[config.mk]
export PLATFORM = sky130hd
export DESIGN_NAME = store_buffer_flat
export DESIGN_NICKNAME = d
export VERILOG_FILES = /design/src/rtl/store_buffer_pkg.sv /design/src/rtl/store_buffer_if.sv /design/src/rtl/store_buffer_fifo.sv /design/src/rtl/store_buffer.sv /design/src/flat_wrapper.sv
export SDC_FILE = /design/constraint.sdc
export NUM_CORES = 1
export LEC_CHECK = 0
export ABC_AREA = 1
export BUFFER_PORTS_ARGS = -buffer_cell sky130_fd_sc_hd__buf_2
export CAP_MARGIN = 20
export CORE_ASPECT_RATIO = 2
export CORE_UTILIZATION = 35
export CTS_CLUSTER_SIZE = 30
export DETAILED_ROUTE_END_ITERATION = 10
export SLEW_MARGIN = 30
export SYNTH_ARGS = -nofsm -noshare
export SYNTH_HDL_FRONTEND = slang
export SYNTH_SLANG_ARGS = --single-unit
[constraint.sdc]
create_clock -name clk -period 5.4 [get_ports clk]
set_clock_uncertainty 0.05 [all_clocks]
set_input_delay 1.35 -clock clk [delete_from_list [all_inputs] [get_ports clk]]
set_output_delay 1.35 -clock clk [all_outputs]
set_load 0.01 [all_outputs]
[src/rtl/store_buffer_pkg.sv]
// Shared controller/memory-op encodings and drain FSM states for the store buffer.
// Forwarding is built only when STORE_FWD_EN is defined (see store_fifo).
package store_buffer_pkg;

    localparam logic [2:0] STATE_FETCH   = 3'd0;
    localparam logic [2:0] STATE_DECODE  = 3'd1;
    localparam logic [2:0] STATE_EXECUTE = 3'd2;
    localparam logic [2:0] STATE_MEM     = 3'd3;
    localparam logic [2:0] STATE_WB      = 3'd4;

    localparam logic [1:0] MEM_NONE  = 2'd0;
    localparam logic [1:0] MEM_READ  = 2'd1;
    localparam logic [1:0] MEM_WRITE = 2'd2;

    typedef enum logic {
        DRAIN_IDLE = 1'b0,
        DRAIN_REQ  = 1'b1
    } drain_state_t;

endpackage

[src/rtl/store_buffer_if.sv]
// Data-memory write port: req/ack handshake carrying one byte write.
// The store buffer is the master; the data memory is the slave.
interface store_buffer_if #(
    parameter int ADDR_W = 8
) ();
    logic              mem_req;
    logic [ADDR_W-1:0] mem_addr;
    logic [7:0]        mem_wdata;
    logic              mem_ack;

    modport master (
        output mem_req,
        output mem_addr,
        output mem_wdata,
        input  mem_ack
    );

    modport slave (
        input  mem_req,
        input  mem_addr,
        input  mem_wdata,
        output mem_ack
    );
endinterface

[src/rtl/store_buffer_fifo.sv]
// store_fifo: pending-store storage, pointers, occupancy and the youngest-match
// address search used for load forwarding (present only with STORE_FWD_EN).
module store_fifo #(
    parameter  int DEPTH  = 4,
    parameter  int ADDR_W = 8,
    localparam int PTR_W  = $clog2(DEPTH),
    localparam int CNT_W  = PTR_W + 1
) (
    input  logic              clk,
    input  logic              rst_n,
    input  logic              push,
    input  logic [ADDR_W-1:0] push_addr,
    input  logic [7:0]        push_data,
    input  logic              pop,
    output logic [CNT_W-1:0]  count,
    output logic              full,
    output logic              none,
    output logic [ADDR_W-1:0] head_addr,
    output logic [7:0]        head_data,
    output logic [ADDR_W-1:0] next_addr,
    output logic [7:0]        next_data,
    input  logic [ADDR_W-1:0] lookup_addr,
    output logic              lookup_hit,
    output logic [7:0]        lookup_data
);

    logic [ADDR_W-1:0] addr_mem [DEPTH];
    logic [7:0]        data_mem [DEPTH];

    logic [PTR_W-1:0] wr_ptr_reg;
    logic [PTR_W-1:0] rd_ptr_reg;
    logic [PTR_W-1:0] rd_ptr_inc;
    logic [CNT_W-1:0] count_reg;
    logic [CNT_W-1:0] count_next;
    logic             pop_ok;

    assign pop_ok     = pop && (count_reg != '0);
    assign rd_ptr_inc = rd_ptr_reg + PTR_W'(1);

    always_comb begin
        count_next = count_reg;
        case ({push, pop_ok})
            2'b10:   count_next = count_reg + CNT_W'(1);
            2'b01:   count_next = count_reg - CNT_W'(1);
            default: count_next = count_reg;
        endcase
    end

    always_ff @(posedge clk or negedge rst_n) begin
        if (!rst_n) begin
            wr_ptr_reg <= '0;
            rd_ptr_reg <= '0;
            count_reg  <= '0;
        end else begin
            if (push)
                wr_ptr_reg <= wr_ptr_reg + PTR_W'(1);
            if (pop_ok)
                rd_ptr_reg <= rd_ptr_inc;
            count_reg <= count_next;
        end
    end

    // Payload needs no reset: validity is defined solely by count/pointers.
    always_ff @(posedge clk) begin
        if (push) begin
            addr_mem[wr_ptr_reg] <= push_addr;
            data_mem[wr_ptr_reg] <= push_data;
        end
    end

    assign count = count_reg;
    assign full  = (count_reg == CNT_W'(DEPTH));
    assign none  = (count_reg == '0);

    // Bypass the push port when the wanted entry is only being written this edge.
    assign head_addr = (count_reg == '0)        ? push_addr : addr_mem[rd_ptr_reg];
    assign head_data = (count_reg == '0)        ? push_data : data_mem[rd_ptr_reg];
    assign next_addr = (count_reg == CNT_W'(1)) ? push_addr : addr_mem[rd_ptr_inc];
    assign next_data = (count_reg == CNT_W'(1)) ? push_data : data_mem[rd_ptr_inc];

`ifdef STORE_FWD_EN
    logic [DEPTH-1:0] age_match;
    logic [7:0]       age_data [DEPTH];

    // Index by age (0 = oldest) so the last hit in the scan is the youngest.
    for (genvar gi = 0; gi < DEPTH; gi++) begin : g_match
        logic [PTR_W-1:0] slot;
        assign slot          = rd_ptr_reg + PTR_W'(gi);
        assign age_match[gi] = (CNT_W'(gi) < count_reg) && (addr_mem[slot] == lookup_addr);
        assign age_data[gi]  = data_mem[slot];
    end

    always_comb begin
        lookup_hit  = 1'b0;
        lookup_data = '0;
        for (int i = 0; i < DEPTH; i++) begin
            if (age_match[i]) begin
                lookup_hit  = 1'b1;
                lookup_data = age_data[i];
            end
        end
    end
`else
    logic unused_lookup;
    assign unused_lookup = ^lookup_addr;
    assign lookup_hit    = 1'b0;
    assign lookup_data   = '0;
`endif

endmodule

[src/rtl/store_buffer.sv]
// Posted-write store buffer: captures STATE_MEM writes into store_fifo and drains
// them in order over a req/ack port. STORE_FWD_EN enables store-to-load forwarding.
module store_buffer
    import store_buffer_pkg::*;
#(
    parameter int DEPTH  = 4,
    parameter int ADDR_W = 8
) (
    input  logic              clk,
    input  logic              rst_n,
    input  logic [2:0]        state,
    input  logic [1:0]        operation,
    input  logic [31:0]       address,
    input  logic [7:0]        store_value,
    output logic              stall,
    output logic              empty,
    store_buffer_if.master    mem,
    input  logic [ADDR_W-1:0] lookup_addr,
    output logic              lookup_hit,
    output logic [7:0]        lookup_data
);

    localparam int CNT_W = $clog2(DEPTH) + 1;

    logic              store_req;
    logic              push;
    logic              pop;
    logic [CNT_W-1:0]  count;
    logic              full;
    logic              none;
    logic [ADDR_W-1:0] head_addr;
    logic [7:0]        head_data;
    logic [ADDR_W-1:0] next_addr;
    logic [7:0]        next_data;
    logic              remain_after_pop;

    drain_state_t      drain_reg, drain_next;
    logic [ADDR_W-1:0] addr_reg, addr_next;
    logic [7:0]        wdata_reg, wdata_next;

    logic unused_addr;
    assign unused_addr = ^address[31:ADDR_W];

    // Fullness is judged on the registered count, so a same-cycle pop never admits a push.
    assign store_req = (state == STATE_MEM) && (operation == MEM_WRITE);
    assign push      = store_req && !full;
    assign stall     = store_req && full;

    store_fifo #(
        .DEPTH  (DEPTH),
        .ADDR_W (ADDR_W)
    ) u_fifo (
        .clk         (clk),
        .rst_n       (rst_n),
        .push        (push),
        .push_addr   (address[ADDR_W-1:0]),
        .push_data   (store_value),
        .pop         (pop),
        .count       (count),
        .full        (full),
        .none        (none),
        .head_addr   (head_addr),
        .head_data   (head_data),
        .next_addr   (next_addr),
        .next_data   (next_data),
        .lookup_addr (lookup_addr),
        .lookup_hit  (lookup_hit),
        .lookup_data (lookup_data)
    );

    assign remain_after_pop = (count > CNT_W'(1)) || push;

    always_ff @(posedge clk or negedge rst_n) begin
        if (!rst_n) begin
            drain_reg <= DRAIN_IDLE;
            addr_reg  <= '0;
            wdata_reg <= '0;
        end else begin
            drain_reg <= drain_next;
            addr_reg  <= addr_next;
            wdata_reg <= wdata_next;
        end
    end

    // The entry under request stays in the FIFO until acked, so forwarding still sees it.
    always_comb begin
        drain_next = drain_reg;
        addr_next  = addr_reg;
        wdata_next = wdata_reg;
        pop        = 1'b0;
        case (drain_reg)
            DRAIN_IDLE: begin
                if (!none || push) begin
                    drain_next = DRAIN_REQ;
                    addr_next  = head_addr;
                    wdata_next = head_data;
                end
            end
            DRAIN_REQ: begin
                if (mem.mem_ack) begin
                    pop = 1'b1;
                    if (remain_after_pop) begin
                        addr_next  = next_addr;
                        wdata_next = next_data;
                    end else begin
                        drain_next = DRAIN_IDLE;
                    end
                end
            end
            default: drain_next = DRAIN_IDLE;
        endcase
    end

    assign mem.mem_req   = (drain_reg == DRAIN_REQ);
    assign mem.mem_addr  = addr_reg;
    assign mem.mem_wdata = wdata_reg;
    assign empty         = none && (drain_reg == DRAIN_IDLE);

endmodule

[src/flat_wrapper.sv]
// flat-port wrapper written by rule: the top's interface ports become plain ports
module store_buffer_flat import store_buffer_pkg::*;
#(
    parameter int DEPTH  = 4,
    parameter int ADDR_W = 8
)
  (clk, rst_n, state, operation, address, store_value, stall, empty, lookup_addr, lookup_hit, lookup_data, mem_mem_req, mem_mem_addr, mem_mem_wdata, mem_mem_ack);
  store_buffer_if #(.ADDR_W(ADDR_W)) mem_i ();
  input  logic clk;
  input  logic rst_n;
  input  logic [2:0] state;
  input  logic [1:0] operation;
  input  logic [31:0] address;
  input  logic [7:0] store_value;
  output logic stall;
  output logic empty;
  input  logic [ADDR_W-1:0] lookup_addr;
  output logic lookup_hit;
  output logic [7:0] lookup_data;
  output wire logic [$bits(mem_i.mem_req)-1:0] mem_mem_req;
  output wire logic [$bits(mem_i.mem_addr)-1:0] mem_mem_addr;
  output wire logic [$bits(mem_i.mem_wdata)-1:0] mem_mem_wdata;
  input wire logic [$bits(mem_i.mem_ack)-1:0] mem_mem_ack;
  assign mem_mem_req = mem_i.mem_req;
  assign mem_mem_addr = mem_i.mem_addr;
  assign mem_mem_wdata = mem_i.mem_wdata;
  assign mem_i.mem_ack = mem_mem_ack;
  store_buffer #(.DEPTH(DEPTH), .ADDR_W(ADDR_W)) u_core (.clk(clk), .rst_n(rst_n), .state(state), .operation(operation), .address(address), .store_value(store_value), .stall(stall), .empty(empty), .mem(mem_i), .lookup_addr(lookup_addr), .lookup_hit(lookup_hit), .lookup_data(lookup_data));
endmodule
Yosys cells after proc, flatten, opt, wreduce, memory -nomap -nowiden
Memories as Yosys holds them, arrays and structs flattened.
Cells that the tools add are included.
{ "totals": {"mem_bits_rw": 64, "ff_bits": 24, "inputBits": 56, "out_inout_bits": 28, "mem_count": 2} }
{ "mem_list": {"columns": ["name", "words", "word_bits", "rd", "rd_clocked_by_memory_dff", "write_ports", "line_no", "text"], "rows": [
  ["u_core.u_fifo.addr_mem", 4, 8, 2, 0, 1, "store_buffer_fifo.sv:27", "logic [ADDR_W-1:0] addr_mem [DEPTH];"],
  ["u_core.u_fifo.data_mem", 4, 8, 2, 0, 1, "store_buffer_fifo.sv:28", "logic [7:0] data_mem [DEPTH];"]
]} }
{ "classes": {"n_bitwise": 1, "magnitude_cmp": 1, "add_sub_neg": 4, "n_reduce_logical": 13, "n_eq_ne": 9, "n_mux": 21} }
{ "op_table": {"columns": ["op", "n"], "rows": [
  ["$mux W8", 10],
  ["$pmux W8 S2", 2],
  ["$mux W1", 7],
  ["$pmux W3 S2", 1],
  ["$logic_and A1 B1 Y1", 5],
  ["$add A2 B1 Y2 const B", 2],
  ["$eq A2 B2 Y1 const B", 2],
  ["$ne A2 B1 Y1 const B", 2],
  ["$add A3 B1 Y3 const B", 1],
  ["$eq A3 B1 Y1 const B", 1],
  ["$eq A3 B2 Y1 const B", 1],
  ["$eq A3 B3 Y1 const B", 1],
  ["$gt A3 B1 Y1 const B", 1],
  ["$logic_not A3 Y1", 1],
  ["$reduce_and A3 Y1", 1],
  ["$reduce_bool A3 Y1", 1],
  ["$sub A3 B1 Y3 const B", 1],
  ["$eq A2 B1 Y1 const B", 1],
  ["$logic_not A1 Y1", 2],
  ["$logic_or A1 B1 Y1", 2],
  ["$ne A2 B2 Y1 const B", 1],
  ["$pmux W1 S2", 1],
  ["$reduce_bool A2 Y1", 1],
  ["$not A1 Y1", 1]
]} }

Depth between registers and ports, before layout
Gate-level depths: netlist of run 1.
{ "depth": {"depth_word": 7, "ltp_mapped": 12} }

By module
From an unflattened synthesis of run 1, not the netlist that was laid out.
{ "unflattened": {"cells_unflattened": 718, "hier_area_um2": 5275.1} }
{ "modules_own_cells": {"columns": ["module", "area_each_um2", "cells_each", "seq_area_each_um2", "instances"], "rows": [
  ["store_fifo", 4225.3, 576, 2097.0, 1],
  ["store_buffer", 1049.8, 142, 425.4, 1]
]} }

Worst setup path before layout of run 1
Ideal clock, no wire load.
{ "synth_timing": {"path_kind": "input-to-output", "start": "input port state[0]", "end": "output port stall", "stages": 4, "arrival_time_ps": 1738, "slack_ps": 2262, "cell_sequence": "nand2_1 -> nor2_1 -> nand2_1 -> nor2_1"} }
{ "synth_via": {"elab_chain_cells": 3} }
{ "synth_rtl": {"columns": ["item", "line_no", "text"], "rows": [
  ["from (decl)", "flat_wrapper.sv:11", "input logic [2:0] state;"],
  ["$eq A3 B2 Y1", "store_buffer.sv:45", "assign store_req = (state == STATE_MEM) && (operation == MEM_WRITE);"],
  ["$logic_and A1 B1 Y1", "store_buffer.sv:45", null],
  ["$logic_and A1 B1 Y1", "store_buffer.sv:47", "assign stall = store_req && full;"],
  ["to (decl)", "flat_wrapper.sv:15", "output logic stall;"]
]} }
Every way passes these cells.

Final worst setup path of run 1
{ "layout_timing": {"start": "input port operation[0]", "end": "output port stall"} }
{ "layout_via": {"elab_chain_cells": 3} }
{ "layout_rtl": {"columns": ["item", "line_no", "text"], "rows": [
  ["from (decl)", "flat_wrapper.sv:12", "input logic [1:0] operation;"],
  ["$eq A2 B2 Y1", "store_buffer.sv:45", null],
  ["$logic_and A1 B1 Y1", "store_buffer.sv:45", null],
  ["$logic_and A1 B1 Y1", "store_buffer.sv:47", null]
]} }
Every way passes these cells.

==> results of run 1 <==
cells by family after synthesis:
kind of cell,Yosys count,share of synthesized area
simple gates,350,0.284
xor+xnor,5,0.00869
other cells,1,0.000744
flops,88,0.500
buf+inv,154,0.132
compound gates,53,0.0526
fa+ha+maj,9,0.0223
layer usage:
layer | up-vias | track usage | wire (um)
li1 | 2078 | - | -
met1 | 1955 | 0.191 | 4990
met2 | 100 | 0.303 | 6320
met3 | 20 | 0.0245 | 375
met4 | 0 | 0.102 | 354
met5 | - | 0 | 0
layout make-up:
| class | instances | area (um2) | share of cell area |
|---|---|---|---|
| well taps | 189 | 236 | 0.0419 |
| flip-flops and latches | 88 | 2520 | 0.446 |
| clock inverters | 4 | 53.8 | 0.00952 |
| repair buffers | 50 | 270 | 0.0478 |
| inverters | 115 | 434 | 0.0768 |
| clock buffers | 12 | 246 | 0.0436 |
| multi-input cells | 426 | 1890 | 0.334 |
placed cells by master (no fill, tap or decap), types with 9 or more instances in the layout:
cell type,instances
sky130_fd_sc_hd__inv_1,111
sky130_fd_sc_hd__buf_2,42
sky130_fd_sc_hd__clkbuf_16,9
sky130_fd_sc_hd__nor2_1,42
sky130_fd_sc_hd__edfxtp_1,64
sky130_fd_sc_hd__nand2_1,231
sky130_fd_sc_hd__conb_1,9
sky130_fd_sc_hd__o21ai_0,51
sky130_fd_sc_hd__dfrtp_1,24
sky130_fd_sc_hd__ha_1,9
sky130_fd_sc_hd__nand3_1,69
final timing paths:
check	slack (ns)	start	depth (start not counted)	endpoint
setup reg to reg	2.88	u_core.u_fifo.rd_ptr_reg[0]$_DFFE_PN0P_	9	u_core.mem.mem_wdata[0]$_DFFE_PN0P_
setup / recovery	2.10	operation[0]	5	stall
min in group asynchronous	0.95	rst_n	1	u_core.mem.mem_addr[2]$_DFFE_PN0P_
hold / removal	0.43	u_core.mem.mem_wdata[4]$_DFFE_PN0P_	2	u_core.mem.mem_wdata[4]$_DFFE_PN0P_
hold reg to reg	0.43	u_core.mem.mem_wdata[4]$_DFFE_PN0P_	2	u_core.mem.mem_wdata[4]$_DFFE_PN0P_
max in group asynchronous	3.98	rst_n	1	u_core.mem.mem_wdata[1]$_DFFE_PN0P_
worst min-delay path, delay by kind of cell (launching register included):
kind             cells  cell delay, ns
DFF                  1            0.34
and+or+nand+nor      2            0.11
power by group through the flow:
stage	Sequential [uW]	Combinational, uW	Clock, uW
after floorplan	933	1120	0
after CTS	892	1520	639
after global routing	904	1730	665
after global placement	904	1470	0
final	893	1510	627
after detailed placement	907	1510	0
stage by stage:
stage	setup slack [ns]	power, uW	util
2_1_floorplan	2.26	2050	-
6_report	2.10	3030	0.405
5_1_grt	2.03	3300	0.405
3_5_place_dp	2.10	2410	0.383
4_1_cts	2.09	3050	0.405
3_3_place_gp	2.12	2380	0.383
==> impl.org, run 1 <==
** Global routing
- Total Routing Usage GR :: 0.171
- Total congestion overflow after global routing :: 0
- Via count of the first global-routing pass :: 4,071
- Number of antenna violations at the first check in global routing :: 0
- The first global-routing pass estimated 19.3 mm of wire.
- Entering global routing, the biggest net connects 51 pins.

** Routing
- The routed design has 12.0 mm of wire.
- After detailed routing, the number of vias per cell comes to 4.70.
- Vias :: 4,153
- Wire length per cell after detailed routing :: 13.6 um
- Antenna violation net count after detailed routing :: 0
- For this run, the detailed router's first-pass iteration total came to 5.
- In the routed design, unresolved DRC markers number 0.
- DRC violation total after the first TritonRoute iteration :: 247

** Layout
- The repair_antennas step left the layout with diodes totalling 0.
- The largest registers in the layout are u_core.u_fifo.addr_mem (32), u_core.u_fifo.data_mem (32).
- Leaving out filler cells and counting taps, the final layout contains 884.
- Counting the fill cells in the layout gives 1,388.
- At the end of the flow, the number of nets in the layout was 755.
- The finished cells cover 0.00565 mm2.
- Layout cell share with drive strength beyond 1 :: 0.109
- Layout overhead on the synthesized area :: 12.1%

** CTS
- The H-tree was split into 3 levels.
- Insertion delay to the later sink of the worst-skew pair :: 0.34 ns
- After clock tree synthesis, the clock-pin slew on the worst setup and hold paths is 0.06 ns.
- In this run the post-CTS setup repair buffer count came out at 0.
- The root buffer cell chosen for the clock tree is sky130_fd_sc_hd__clkbuf_16.
- Clock tree synthesis inserted a total of 9 buffers.
- The longest clock path from root to sink contains 2 buffers.
- In this run, post-CTS repair resized a total of 0 instances.
- The clock drives 88 sinks.
- TritonCTS built the clock tree.
- Number of hold buffers added after CTS :: 0

** Synthesis
- For this run, the number of Yosys warnings is 0.
- Of the synthesized area, sequential elements account for 0.500.
- Counting distinct cell types in the post-synthesis netlist gives 24.
- Each instance of the synthesized netlist takes up on average 7.64 um2.
- The mapped netlist covers 0.00504 mm2.
- Summed over all instances, the cell type with the most area after synthesis is sky130_fd_sc_hd__edfxtp_1.
- Async set-or-reset flop fraction in the synthesized netlist :: 0.273
- Of the post-synthesis cell area, the dominant cell type holds 0.381.
- Area contributors post-synth :: sky130_fd_sc_hd__edfxtp_1 38%, sky130_fd_sc_hd__nand2_1 17%, sky130_fd_sc_hd__dfrtp_1 12%
- Synthesized instance count :: 660
- Most common library cells after synthesis :: 232 x sky130_fd_sc_hd__nand2_1, 111 x sky130_fd_sc_hd__inv_1, 69 x sky130_fd_sc_hd__nand3_1
- Most numerous cell in the Yosys netlist :: sky130_fd_sc_hd__nand2_1
- Post-synthesis register bit count :: 88
- Number of enable-type register cells in the synthesized netlist :: 64
- Most used flip-flop cell after synthesis :: sky130_fd_sc_hd__edfxtp_1

** Worst setup path
- Critical Path Fanout Max :: 2
- STA classifies the critical path startpoint as a primary input.
- The critical path goes through buf_2 -> nor2_1 -> nand2_1 -> nor2_1 -> buf_2.
- Data required time at the worst endpoint :: 4.00 ns
- Critical path arrival :: 1.90 ns
- Among cell families on the critical path, the largest total delay comes from simple AND/OR/NAND/NOR gates.
- WP buf/inv :: 2
- Delay of the slowest cell on the worst path :: 0.16 ns
- Start-to-end type of the worst setup path :: primary input to output port
- The slowest stage of the critical path belongs to the cell sky130_fd_sc_hd__nor2_1.
- STA classifies the critical path endpoint as an output port.

** Power and ir drop
- Areal power density over the cells :: 536 mW/mm2
- Across the VDD grid, the largest voltage drop is 0.409 mV.
- In this run the static leakage power is 0.00290 uW.
- Net switching fraction of the power :: 0.444
- Of the total power, the clock network draws 0.207.
- Internal portion of total power :: 1680 uW
- Relative contribution of sequential cells to total power :: 0.295
- Combinational fraction of design power :: 0.498
- Switching power total :: 1340 uW

** Floorplan
- Number of top-level design ports :: 84
- Die H :: 172 um
- Core ar. :: 0.0140 mm2
- The die is 86.9 um wide.
- Std-Cell Rows :: 61
- The floorplan step defined a die boundary enclosing 0.0149 mm2.
- Initial Utilization :: 0.361

** Timing
- Final number of max-transition violations :: 0
- RSZ-0062 raised after global routing :: false
- Tightest Pin Transition :: 0.902 ns
- The tightest hold path in the finished design has a slack of 0.433 ns.
- Of the available clock period, the critical path in the final layout requires 0.611.
- Derived from the worst setup path, the maximum achievable clock frequency is 303 MHz.
- Setup violations remaining at the end of the flow were counted as 0.
- Subtracting the final worst setup slack from the clock period gives 3.30 ns.
- Fin Setup TNS :: 0 ns
- The worst pin sits at a relative slew slack of 0.398.
- Final hold violation count :: 0

** Placement
- After detailed placement, the total cell area comes to 0.00535 mm2.
- The wire-length estimate of the detail-placed layout is 7.70 mm.
- Port Buf Inserts :: 42
- Once placement completed, the tool counted placed cells totaling 868.
- Gpl congestion :: 0.807

** Run
- Max-cap violations in this run came to 0.

** Run status
- The flow ran to the end, and the final reports show no timing, DRC or antenna violations.

** Min path
- The worst hold path belongs to the class flip-flop to flip-flop.
Note: power is estimated with default switching activity, not from simulation.
==> inputs of run 2 (changes only) <==
- clock period: 5.4 -> 2.9 ns (I/O delays scaled with it)
==> run 2 against run 1 <==
Non-clock buffer count up 3. Worst setup slack worse by 1.4 ns. Global-route usage up 0.67 points. Largest cell class unchanged.
==> impl.org, run 2 (synthesized netlist as in run 1, its figures left out) <==
** Layout
- Layout cell share with drive strength beyond 1 :: 0.112
- The area growth from synthesis to layout is 12.7%.
- Leaving out fill and tap cells, the most frequent cell in the layout is sky130_fd_sc_hd__nand2_1.
- In the final layout, the registers with the most flip-flops are u_core.u_fifo.addr_mem (32), u_core.u_fifo.data_mem (32).
- Final net count :: 758
- The count of cells in the finished layout, fillers not included, comes to 887.
- Fillers :: 1,384
- Leading cell types in the layout, fill and taps excluded :: 232 x sky130_fd_sc_hd__nand2_1, 111 x sky130_fd_sc_hd__inv_1, 69 x sky130_fd_sc_hd__nand3_1, 64 x sky130_fd_sc_hd__edfxtp_1, 51 x sky130_fd_sc_hd__o21ai_0
- The number of antenna diodes in the final layout is 0.

** Worst setup path
- Critical Path Fanout Max :: 19
- Worst reg-to-reg path cell count :: 9
- In this run the critical register-to-register path is captured at u_core.u_fifo.count[2]$_DFFE_PN0P_.
- Start-to-end type of the worst setup path :: flip-flop to output port
- At the worst endpoint, the required time is 2.12 ns.
- R2R setup slack :: 0.88 ns
- Sort of element at the end of the critical path :: output port
- In this run the critical register-to-register path is launched from u_core.u_fifo.count[0]$_DFFE_PN0P_.
- STA puts the critical path data arrival time at 1.44 ns.
- Kind of start point of the critical path :: flip-flop

** Placement
- Gpl congestion :: 0.780
- Half-perimeter wire length of the detailed placement result :: 7.89 mm
- Buffers placed on the I/O ports in this run total 42.
- After detailed placement, the design holds a cell count of 871.

** Power and ir drop
- Areal power density over the cells :: 1000 mW/mm2
- PnR Total Power :: 5680 uW
- Reported leakage power :: 0.00292 uW
- The worst-case IR drop observed on VDD is 0.658 mV.

** Run
- Max_cap viols :: 0

** Timing
- For the pin with the worst max-slew slack, the measured transition is 0.721 ns.
- Static timing analysis puts the maximum clock frequency at 452 MHz.
- Worst max-slew margin expressed relative to the limit :: 0.517
- Final period demand of the worst path :: 2.21 ns
- Period utilization :: 0.762
- Adding up every negative setup slack in the final design gives 0 ns.
- RSZ-0062 raised after global routing :: false
- Final hold violation count :: 0
- Final number of max-transition violations :: 0
- # setup viols final :: 0

** Run status
- Run status :: finished clean

** Global routing
- Global routing finished with a remaining overflow of 0.
- Total Routing Usage GR :: 0.178
- Number of antenna violations at the first check in global routing :: 0
- First-pass GRT wire length :: 19.9 mm
- Pin count of the biggest net entering global routing :: 51
- The number of global-route vias before repair was 4,074.

** CTS
- In this run, post-CTS hold repair placed 0 buffers.
- Post-cts sizing count :: 0
- Setup bufs post-CTS :: 0
- Insertion delay to the later sink of the worst-skew pair :: 0.34 ns
- The longest clock path from root to sink contains 2 buffers.
- TritonCTS built the clock tree.
- TritonCTS buffer count :: 9
- In this run the number of H-tree levels came out at 3.
- Sink Count :: 88
- Clock-pin slew on the worst setup and hold paths :: 0.06 ns
- The root buffer cell chosen for the clock tree is sky130_fd_sc_hd__clkbuf_16.

** Routing
- Antenna violation net count after detailed routing :: 0
- The detailed router finished its first iteration with 281 violations.
- For this run, design rule violations remaining after detail routing come to 0.
- The final layout contains routed wiring with a total length of 12.1 mm.
- Detailed-router iteration count before antenna repair :: 4
- Summing over every cut layer, the via total after detailed routing is 4,091.
- Average vias per placed instance :: 4.61
- Wire length per cell after detailed routing :: 13.6 um

** Floorplan
- In this run the horizontal extent of the chip is 86.9 um.
- The initial utilization of the core area, before any placement, comes to 0.361.
- 84 I/O pins were placed.
- In this run the vertical extent of the chip is 172 um.
- The core region is 0.0140 mm2.
- The floorplan has 61 rows.
- DIE AREA :: 0.0149 mm2

** Min path
- Hold crit path type :: primary input to asynchronous set/reset pin
==> run 2: per-stage QoR <==
| step | setup WS, ns | instance area (um2) | hold WS, ns | utilization |
|---|---|---|---|---|
| after global routing | 0.565 | 5680 | 0.367 | 0.407 |
| after detailed placement | 0.662 | 5370 | 0.415 | 0.384 |
| after floorplan | 0.641 | 5070 | 0.379 | - |
| after CTS | 0.651 | 5680 | 0.338 | 0.407 |
| final | 0.689 | 5680 | 0.325 | 0.407 |
| after global placement | 0.742 | 5370 | 0.415 | 0.384 |
==> run 2: worst max-delay path: stages, from the launching register on <==
cell                      delay (ns)
sky130_fd_sc_hd__dfrtp_1        0.38
sky130_fd_sc_hd__inv_2          0.33
sky130_fd_sc_hd__nand3_1        0.18
sky130_fd_sc_hd__inv_1          0.08
sky130_fd_sc_hd__buf_2          0.12
==> run 2: final cells by class <==
type,count,area [um2],area share
inverters,115,434,0.0764
clock inverters,4,51.3,0.00903
clock buffers,12,258,0.0454
well taps,189,236,0.0416
multi-input cells,426,1880,0.332
flip-flops and latches,88,2520,0.444
repair buffers,53,293,0.0516
==> run 2: worst max path at each step <==
stage / start / endpoint / slack, ns
final: u_core.mem.mem_req$_DFF_PN0_ / empty / 0.69
after global routing: u_core.mem.mem_req$_DFF_PN0_ / empty / 0.56
after CTS: u_core.mem.mem_req$_DFF_PN0_ / empty / 0.65
after detailed placement: state[0] / u_core.u_fifo.count[2]$_DFFE_PN0P_ / 0.66
after global placement: operation[0] / u_core.u_fifo.count[2]$_DFFE_PN0P_ / 0.74
after floorplan: state[0] / u_core.u_fifo.addr_mem[0][0]$_DFFE_PP_ / 0.64
==> run 2: power by group <==
group          total (uW)  internal, uW  leakage, uW  switching (uW)
sequential           1670          1550     0.000862             120
combinational        2810           914      0.00191            1900
clock                1200           721     0.000148             478
==> run 2: metal layers <==
layer	wire [um]	part of all wire	up-vias	track usage
li1	-	-	2084	-
met1	4950	0.41	1896	0.203
met2	6500	0.54	97	0.323
met3	383	0.032	14	0.0259
met4	223	0.018	0	0.0783
met5	0	0	-	0
